`src/rtl/score_cell_engine.sv`:
```
// Needleman-Wunsch style cell filler: walks an (N+1)x(N+1) score matrix row by
// row, reads the diag/up/left neighbours from an external RAM, then emits one
// scored cell (max + traceback dir) per 5-cycle slot to a downstream writer.
module score_cell_engine #(
  parameter int N        = 5,
  parameter int MATCH    = 1,
  parameter int MISMATCH = -1,
  parameter int GAP      = -2,
  localparam int BitAddr = $clog2(N),
  localparam int ADDR_W  = $clog2((N+1)*(N+1))
) (
  input  logic                    clk,
  input  logic                    rst,
  input  logic                    start,
  input  logic [1:0]              seq_a_char,
  input  logic [1:0]              seq_b_char,
  output logic                    rd_en,
  output logic [ADDR_W-1:0]       rd_addr,
  input  logic signed [8:0]       rd_data,
  output logic [BitAddr:0]        i,
  output logic [BitAddr:0]        j,
  output logic signed [8:0]       max,
  output logic [1:0]              dir,
  output logic                    en_ins,
  output logic                    busy,
  output logic                    done
);

  typedef enum logic [2:0] {
    IDLE, RD_DIAG, RD_UP, RD_LEFT, CALC, WRITE, DONE
  } state_t;

  localparam logic [BitAddr:0]   ONE    = (BitAddr+1)'(1);
  localparam logic [BitAddr:0]   IDX_N  = (BitAddr+1)'(N);
  localparam logic signed [9:0]  S_MAT  = 10'(MATCH);
  localparam logic signed [9:0]  S_MIS  = 10'(MISMATCH);
  localparam logic signed [9:0]  S_GAP  = 10'(GAP);
  localparam logic signed [9:0]  SAT_HI = 10'sd255;
  localparam logic signed [9:0]  SAT_LO = -10'sd256;

  state_t state;

  // neighbour scores captured while the next read is in flight
  logic signed [8:0] diag_q, up_q;

  logic signed [9:0] c_diag, c_up, c_left, best;
  logic [1:0]        best_dir;
  logic signed [8:0] best_sat;

  logic              last_col, last_row;
  logic [BitAddr:0]  nxt_i, nxt_j;

  // row-major flat address of matrix cell (r,c)
  function automatic logic [ADDR_W-1:0] cell_addr(input logic [BitAddr:0] r,
                                                  input logic [BitAddr:0] c);
    return ADDR_W'(int'(r) * (N+1) + int'(c));
  endfunction

  // Candidate scores at 10 bits so the +/- step never wraps before saturation;
  // left arrives on rd_data during CALC and is used directly.
  always_comb begin
    c_diag = 10'(diag_q) + ((seq_a_char == seq_b_char) ? S_MAT : S_MIS);
    c_up   = 10'(up_q) + S_GAP;
    c_left = 10'(rd_data) + S_GAP;
    // diag wins ties over up, up wins ties over left
    if (c_diag >= c_up && c_diag >= c_left) begin
      best     = c_diag;
      best_dir = 2'b00;
    end else if (c_up >= c_left) begin
      best     = c_up;
      best_dir = 2'b01;
    end else begin
      best     = c_left;
      best_dir = 2'b10;
    end
    if (best > SAT_HI)      best_sat = 9'sd255;
    else if (best < SAT_LO) best_sat = -9'sd256;
    else                    best_sat = best[8:0];
  end

  // Raster-order advance: next column, or wrap to column 1 of the next row.
  always_comb begin
    last_col = (j == IDX_N);
    last_row = (i == IDX_N);
    nxt_i    = last_col ? i + ONE : i;
    nxt_j    = last_col ? ONE : j + ONE;
  end

  // Cell sequencer; all outputs are registered and set on entry to the state
  // that owns them, so rd_en/rd_addr are valid throughout each RD_* state.
  always_ff @(posedge clk or posedge rst) begin
    if (rst) begin
      state   <= IDLE;
      i       <= '0;
      j       <= '0;
      max     <= '0;
      dir     <= 2'b00;
      rd_en   <= 1'b0;
      rd_addr <= '0;
      en_ins  <= 1'b0;
      busy    <= 1'b0;
      done    <= 1'b0;
      diag_q  <= '0;
      up_q    <= '0;
    end else begin
      case (state)
        IDLE, DONE: begin
          if (start) begin
            state   <= RD_DIAG;
            i       <= ONE;
            j       <= ONE;
            rd_en   <= 1'b1;
            rd_addr <= cell_addr('0, '0);
            busy    <= 1'b1;
            done    <= 1'b0;
          end
        end
        RD_DIAG: begin
          state   <= RD_UP;
          rd_addr <= cell_addr(i - ONE, j);
        end
        RD_UP: begin
          diag_q  <= rd_data;
          state   <= RD_LEFT;
          rd_addr <= cell_addr(i, j - ONE);
        end
        RD_LEFT: begin
          up_q  <= rd_data;
          rd_en <= 1'b0;
          state <= CALC;
        end
        CALC: begin
          max    <= best_sat;
          dir    <= best_dir;
          en_ins <= 1'b1;
          state  <= WRITE;
        end
        WRITE: begin
          en_ins <= 1'b0;
          if (last_col && last_row) begin
            state <= DONE;
            busy  <= 1'b0;
            done  <= 1'b1;
          end else begin
            i       <= nxt_i;
            j       <= nxt_j;
            rd_en   <= 1'b1;
            rd_addr <= cell_addr(nxt_i - ONE, nxt_j - ONE);
            state   <= RD_DIAG;
          end
        end
        default: state <= IDLE;
      endcase
    end
  end

endmodule

```
`config.mk`:
```
export PLATFORM = sky130hd
export DESIGN_NAME = score_cell_engine
export DESIGN_NICKNAME = d
export VERILOG_FILES = /design/src/rtl/score_cell_engine.sv
export SDC_FILE = /design/constraint.sdc
export NUM_CORES = 1
export LEC_CHECK = 0
export BUFFER_PORTS_ARGS = -buffer_cell sky130_fd_sc_hd__buf_4
export CAP_MARGIN = 10
export CORE_MARGIN = 10
export CORE_UTILIZATION = 61
export CTS_CLUSTER_DIAMETER = 100
export DETAILED_ROUTE_END_ITERATION = 8
export GPL_ROUTABILITY_DRIVEN = 0
export HOLD_SLACK_MARGIN = 0.06
export PLACE_DENSITY = 0.94
export SLEW_MARGIN = 40
export SYNTH_ARGS = -nofsm -noshare
export SYNTH_HDL_FRONTEND = slang
export SYNTH_SLANG_ARGS = --single-unit
```
`constraint.sdc`:
```
create_clock -name clk -period 5.5 [get_ports clk]
set_clock_uncertainty 0.15 [all_clocks]
set_input_delay 0.825 -clock clk [delete_from_list [all_inputs] [get_ports clk]]
set_output_delay 0.825 -clock clk [all_outputs]
set_load 0.1 [all_outputs]
```
# ---- After elaboration in Yosys (flattened, before gate mapping)
# Cells that the tools add are included.
dict set report word_totals {
  ff_bits 50
  output_inout_bits 29
  wordCells 85
  inputBits 16
}
dict set report classes {
  n_lt_le_gt_ge 5
  muxes 29
  eq_ne 12
  n_mul 3
  addsub 12
  reduce_logical 12
}
# op count
set ops {}
lappend ops {{greater-or-equal comparator 10 bit} 3}
lappend ops {{two-way mux 10 bit} 3}
lappend ops {{case mux 6 bit (4 select lines)} 1}
lappend ops {{adder 9 x 2 -> 10 bit, second input constant} 2}
lappend ops {{two-way mux 4 bit} 5}
lappend ops {{adder 6 x 4 -> 6 bit} 3}
lappend ops {{two-way mux 9 bit} 2}
lappend ops {{case mux 3 bit (6 select lines)} 1}
lappend ops {{case mux 4 bit (2 select lines)} 2}
lappend ops {{subtractor 4 x 1 -> 4 bit, second input constant} 4}
lappend ops {{multiplier 4 x 2 -> 5 bit, second input constant} 3}
lappend ops {{two-way mux 6 bit} 2}
lappend ops {{AND reduction 3 bit} 4}
lappend ops {{adder 9 x 10 -> 10 bit} 1}
lappend ops {{> comparator 10 x 9 -> 1 bit, second input constant} 1}
lappend ops {{< comparator 10 x 9 -> 1 bit, second input constant} 1}
lappend ops {{equality test 3 bit, second input constant} 3}
lappend ops {{adder 4 x 1 -> 4 bit, second input constant} 2}
lappend ops {{equality test 4 x 3 -> 1 bit, second input constant} 2}
lappend ops {{equality test 3 x 2 -> 1 bit, second input constant} 2}
lappend ops {{two-way mux 3 bit} 2}
lappend ops {{!= test 2 bit, second input constant} 3}
lappend ops {{case mux 1 bit (2 select lines)} 3}
lappend ops {{two-way mux 1 bit} 5}
lappend ops {{other kinds (10)} 13}

# ---- Depth between registers and ports, before layout
dict set report depth {
  word_depth 9
  depth_mapped 22
  ltp_nobuf 20
}

# ---- Least setup slack after synthesis
# Ideal clock, no wire load.
dict set report synth_timing {
  path_type {in2reg}
  from {input seq_a_char[0]}
  to {register max[0]}
  setup_time_ns 0.077
  slack_ns 0.797
  t_required_ns 5.273
  path_buffers 1
  arrival_time_ns 4.476
  path_stages 21
  cell_sequence {xnor2_1 -> nand2_1 -> inv_1 -> fa_1 -> nor2b_1 -> o21ai_1 -> nand2b_1 -> a21oi_1 -> a221oi_1 -> xor2_1 -> ha_1 -> nand4_1 -> nor2_1 -> a31oi_1 -> nand2_1 -> mux2_1 -> and3_1 -> buf_6 -> mux2_4 -> maj3_2 -> o21ai_2}
}
dict set report synth_via {
  elab_chain_cells 9
  word_cells_on_any_way 11
  cone_classes {add/sub: 1; order compare: 4; eq/ne: 1; mux: 4; reduce/logical: 1}
}
# element line_no
set synth_rtl {}
lappend synth_rtl {{start: declaration} 15} ;# input logic [1:0] seq_a_char,
lappend synth_rtl {{equality test 2 bit (*)} 62} ;# c_diag = 10'(diag_q) + ((seq_a_char == seq_b_char) ? S_MAT : S_MIS);
lappend synth_rtl {{two-way mux 10 bit (*)} 62}
lappend synth_rtl {{adder 9 x 10 -> 10 bit (*)} 62}
lappend synth_rtl {{greater-or-equal comparator 10 bit} 66} ;# if (c_diag >= c_up && c_diag >= c_left) begin
lappend synth_rtl {{logical AND 1 bit} 66}
lappend synth_rtl {{two-way mux 10 bit (*)} 66}
lappend synth_rtl {{< comparator 10 x 9 -> 1 bit} 77} ;# else if (best < SAT_LO) best_sat = -9'sd256;
lappend synth_rtl {{two-way mux 9 bit} 77}
lappend synth_rtl {{two-way mux 9 bit (*)} 76} ;# if (best > SAT_HI) best_sat = 9'sd255;
lappend synth_rtl {{end signal: assignment} 133} ;# max <= best_sat;
lappend synth_rtl {{end: declaration} 22} ;# output logic signed [8:0] max,
# Every way passes the cells marked *; elsewhere a longest branch is shown, timed or not.
# A chain may end at the register's enable or synchronous reset.

# ---- Worst setup path after layout
dict set report layout_timing {
  from {input seq_b_char[0]}
  to {register max[0]}
}
dict set report layout_via {
  elab_chain_cells 9
  word_cells_on_any_way 11
  cone_classes {add/sub: 1; order compare: 4; eq/ne: 1; mux: 4; reduce/logical: 1}
}
# element line_no
set layout_rtl {}
lappend layout_rtl {{start: declaration} 16} ;# input logic [1:0] seq_b_char,
lappend layout_rtl {{equality test 2 bit (*)} 62}
lappend layout_rtl {{two-way mux 10 bit (*)} 62}
lappend layout_rtl {{adder 9 x 10 -> 10 bit (*)} 62}
lappend layout_rtl {{greater-or-equal comparator 10 bit} 66}
lappend layout_rtl {{logical AND 1 bit} 66}
lappend layout_rtl {{two-way mux 10 bit (*)} 66}
lappend layout_rtl {{< comparator 10 x 9 -> 1 bit} 77}
lappend layout_rtl {{two-way mux 9 bit} 77}
lappend layout_rtl {{two-way mux 9 bit (*)} 76}
# Marks and branches as above.

==> metrics.md <==
| Metric | Value |
|---|---|
| M1 WL | 4586 microns |
| Synth area leader | dfrtp_1 |
| Critical Path RT | roughly 5.6 ns |
| Starting Density | a little over three fifths |
| Initial antenna violation count | 0 |
| Count of clock tree sinks | 50 |
| Pin count of the biggest net entering global routing | between 50 and 60 |
| TritonCTS clock tree | done |
| Cells after Synth | between 500 and 600 |
| Ranking of synthesized cells by area | dfrtp_1 27%, ha_1 18%, xnor2_1 5.5%, nand2_1 4.3%, mux2i_1 3.9% |
| Setup slack, reg-to-reg | about 0.91 ns |
| Ports | between 40 and 50 |
| Hpwl dp | 8778 microns |
| ANT nets after route | 0 |
| Post-Syn Area | 4633 sq um |
| Critical path class | primary input to register |
| CP bufs+invs | 2 |
| GRT Residual Overflow | 0 |
| Final Max Tran Viols | 0 |
| Period utilization | between 90% and 100% |
| Worst setup SP type | primary input |
| First-pass GRT wire length | 19,430 microns |
| Area Growth Syn to Fin | 10.75% |
| Reg clk slew, reported paths | 0.10 ns |
| Post-synth ARST share | 100.0% |
| Hold path cells | 2 |
| Unrepaired setup endpoints after global routing | false |
| # setup viols final | 0 |
| CP peak stage delay | between 0.4 and 0.5 ns |
| Synth top area share | roughly 27% |
| Hold Crit Endpoint | max[7] |
| Netlist cell types | 53 |
| Core footprint | 7331 sq um |
| GRT Total Usage | 20.33% |
| CP dominant cell by count | nand2_1 |
| CTS resizes | 0 |
| Post-CTS Setup Inserts | 0 |
| Seq cells post-synth | 50 |
| R2R depth | 18 |
| CP Cell Sequence | buf_4 > xnor2_1 > nand2_1 > inv_1 > fa_1 > nor2b_1 > o21ai_1 > nand2b_1 > a21oi_1 > a221oi_1 > xor2_1 > ha_1 > nand4_1 > nor2_1 > a31oi_1 > nand2_1 > mux2_1 > and3_1 > mux2_4 > maj3_2 > o21ai_2 |
| Number of core rows | 31 |
| DR pass1 iterations | 5 |
| Share of layout cells above drive strength 1 | between 10% and 20% |
| Multi-input gate area | between 3000 and 4000 sq um |
| Hold-fix buffers, CTS | 0 |
| Crit-path leading delay family | adder cells |
| Post-route DRC | 0 |
| CTS Root Cell | clkbuf_8 |
| CP Max Fanout | 10 |
| Diode count | 0 |
| Rel. slew slack | 51.03% |
| Total CTS buffers | 5 |
| Slowest CP cell | fa_1 |
| CP Data Arrival Time | roughly 5 ns |
| Syn_area_per_cell | approximately 9.1 sq um |
| Drt wl/cell | between 15 and 20 microns |
| Synth warnings | 0 |
| Worst Tran Pin Value | 0.7338 ns |
| Crit path capture type | register |
| Max Clk Rate | approximately 200 MHz |
| Top Layer Used | met4 |
| Post-layout net count | around 630 |
| Routed wire length | 11,470 microns |
| Clock tree buffer depth | 2 |
| Fill count | roughly 490 |
| Worst-skew pair later-pin latency | between 0.3 and 0.4 ns |
| Die H | about 110 microns |
| Hold Vio Cnt, Final | 0 |
| MaxCap Viol Count | 0 |
| IO buf count | 44 |
| HP Start | max[7] |
| Tmin final | just under 5 ns |
| Setup TNS | 0 ns |
| Vias after detailed routing | ~4,000 |
| Vias per inst | around 6.3 |
| Register Area | about 1300 sq um |
| EDFF count, synth | 0 |
| Status | finished clean |
| RR Endpoint | max[0] |
| DIE WIDTH | roughly 110 microns |
| Post-synthesis net count | between 500 and 600 |
| Starting DRC count in detailed routing | ~340 |
| CTS H-tree depth | 2 |
| Vias in the first global route | between 4,000 and 5,000 |
| Die footprint | 11,480 sq um |
| Critical R2R Launch | diag_q[0] |
| Hold Path Class | register to register |
| Seq/Total Area, Yosys | 27.01% |
| DR WL met3 | ~1000 microns |
| Main flop type after synthesis | dfrtp_1 |
| Met2 wire len | 5517 microns |
## layout by cell type, fill, tap and decap left out, types with 2 or more instances in the layout
master    instances
a21o_1           12
a21oi_1          29
a22oi_1           4
a31oi_1           4
a32o_1            2
buf_4            46
clkbuf_8          6
dfrtp_1          50
fa_1              7
ha_1             66
inv_1            35
maj3_2            8
mux2_2           15
mux2i_1          18
nand2_1          53
nand2b_1          7
nand3_1           6
nand4_1           5
nor2_1           32
nor2b_1           4
nor3_1            8
nor3b_1           2
nor4_1            3
o21ai_0          25
o21ai_1          10
o21ai_2           9
o22ai_1           2
o31ai_1           4
xnor2_1          29
xor2_1           19
## synthesized netlist by cell type, types with 2 or more instances
cell	count
xnor2_1	29
nor3_1	8
nor2b_1	5
nand4_1	5
o22ai_1	2
buf_2	2
o21ai_1	11
nand3_1	6
a31oi_1	4
fa_1	7
xor2_1	19
dfrtp_1	50
ha_1	66
o21ai_2	8
nor3b_1	2
mux2i_1	18
nand2b_1	7
a32o_1	2
nand2_1	53
o21ai_0	25
inv_1	36
a22oi_1	4
a21oi_1	29
nor4_1	3
a21o_1	12
o31ai_1	4
clkbuf_1	13
maj3_2	8
nor2_1	33
mux2_2	15
## per-stage QoR
stage               setup WS, ns  hold slack (ns)  utilization (%)  instance area, sq um  cells
floorplan                 0.7970           0.3375                -                  4633    509
global placement          0.5284           0.3136            68.49                  5021    636
detailed placement        0.3263           0.3176            68.56                  5026    636
CTS                       0.5957           0.3395            69.91                  5125    644
global route              0.3107           0.3690            69.99                  5131    644
finish                    0.5263           0.3360            69.99                  5131    644
## per-layer routing
layer  track usage (%)  vias up
met1             24.04     1932
met4             10.25        0
met2             33.68      216
li1                  -     1849
met3             4.850       45
met5                 0        -
## worst max-delay path by stage
stage | to | slack, ns | depth (start not counted) | from
after global placement | max[2] | 0.53 | 21 | seq_b_char[0]
after global routing | max[0] | 0.31 | 21 | seq_b_char[0]
after CTS | max[0] | 0.60 | 21 | seq_b_char[0]
after floorplan | max[0] | 0.80 | 21 | seq_a_char[0]
after detailed placement | max[0] | 0.33 | 21 | seq_b_char[0]
final | max[0] | 0.53 | 21 | seq_b_char[0]
## sequential cells by signal, indices dropped and copies added (netlist names)
register / flops
max: 9
en_ins: 1
i: 4
rd_addr: 6
busy: 1
j: 4
done: 1
state: 3
rd_en: 1
dir: 2
diag_q: 9
up_q: 9
## worst min-delay path, cell delays in order (launching register included)
cell and delay [ns]:
dfrtp_1 0.36, nand2_1 0.06, o21ai_2 0.04
## cell type report
cell class                 instances  area share (%)
clock buffer                       6           1.609
multi-input combinational        405           61.86
clock inverter                     2          0.3170
timing repair buffer              46           6.730
inverter                          36           2.682
tap                               99           2.414
sequential                        50           24.38
## cells by family after synthesis
logic type	count (synthesis)	share of synthesized area [%]
multiplexers	36	8.587
AND/OR/NAND/NOR	129	12.61
adder cells (fa/ha/maj)	81	22.79
buffers and inverters	54	4.672
flip-flops	50	27.01
AO/OA/AOI/OAI	110	14.77
XOR/XNOR	49	9.560
Power is not shown: default switching activity piles up to over one toggle a cycle in this logic, so the estimate is an artifact.
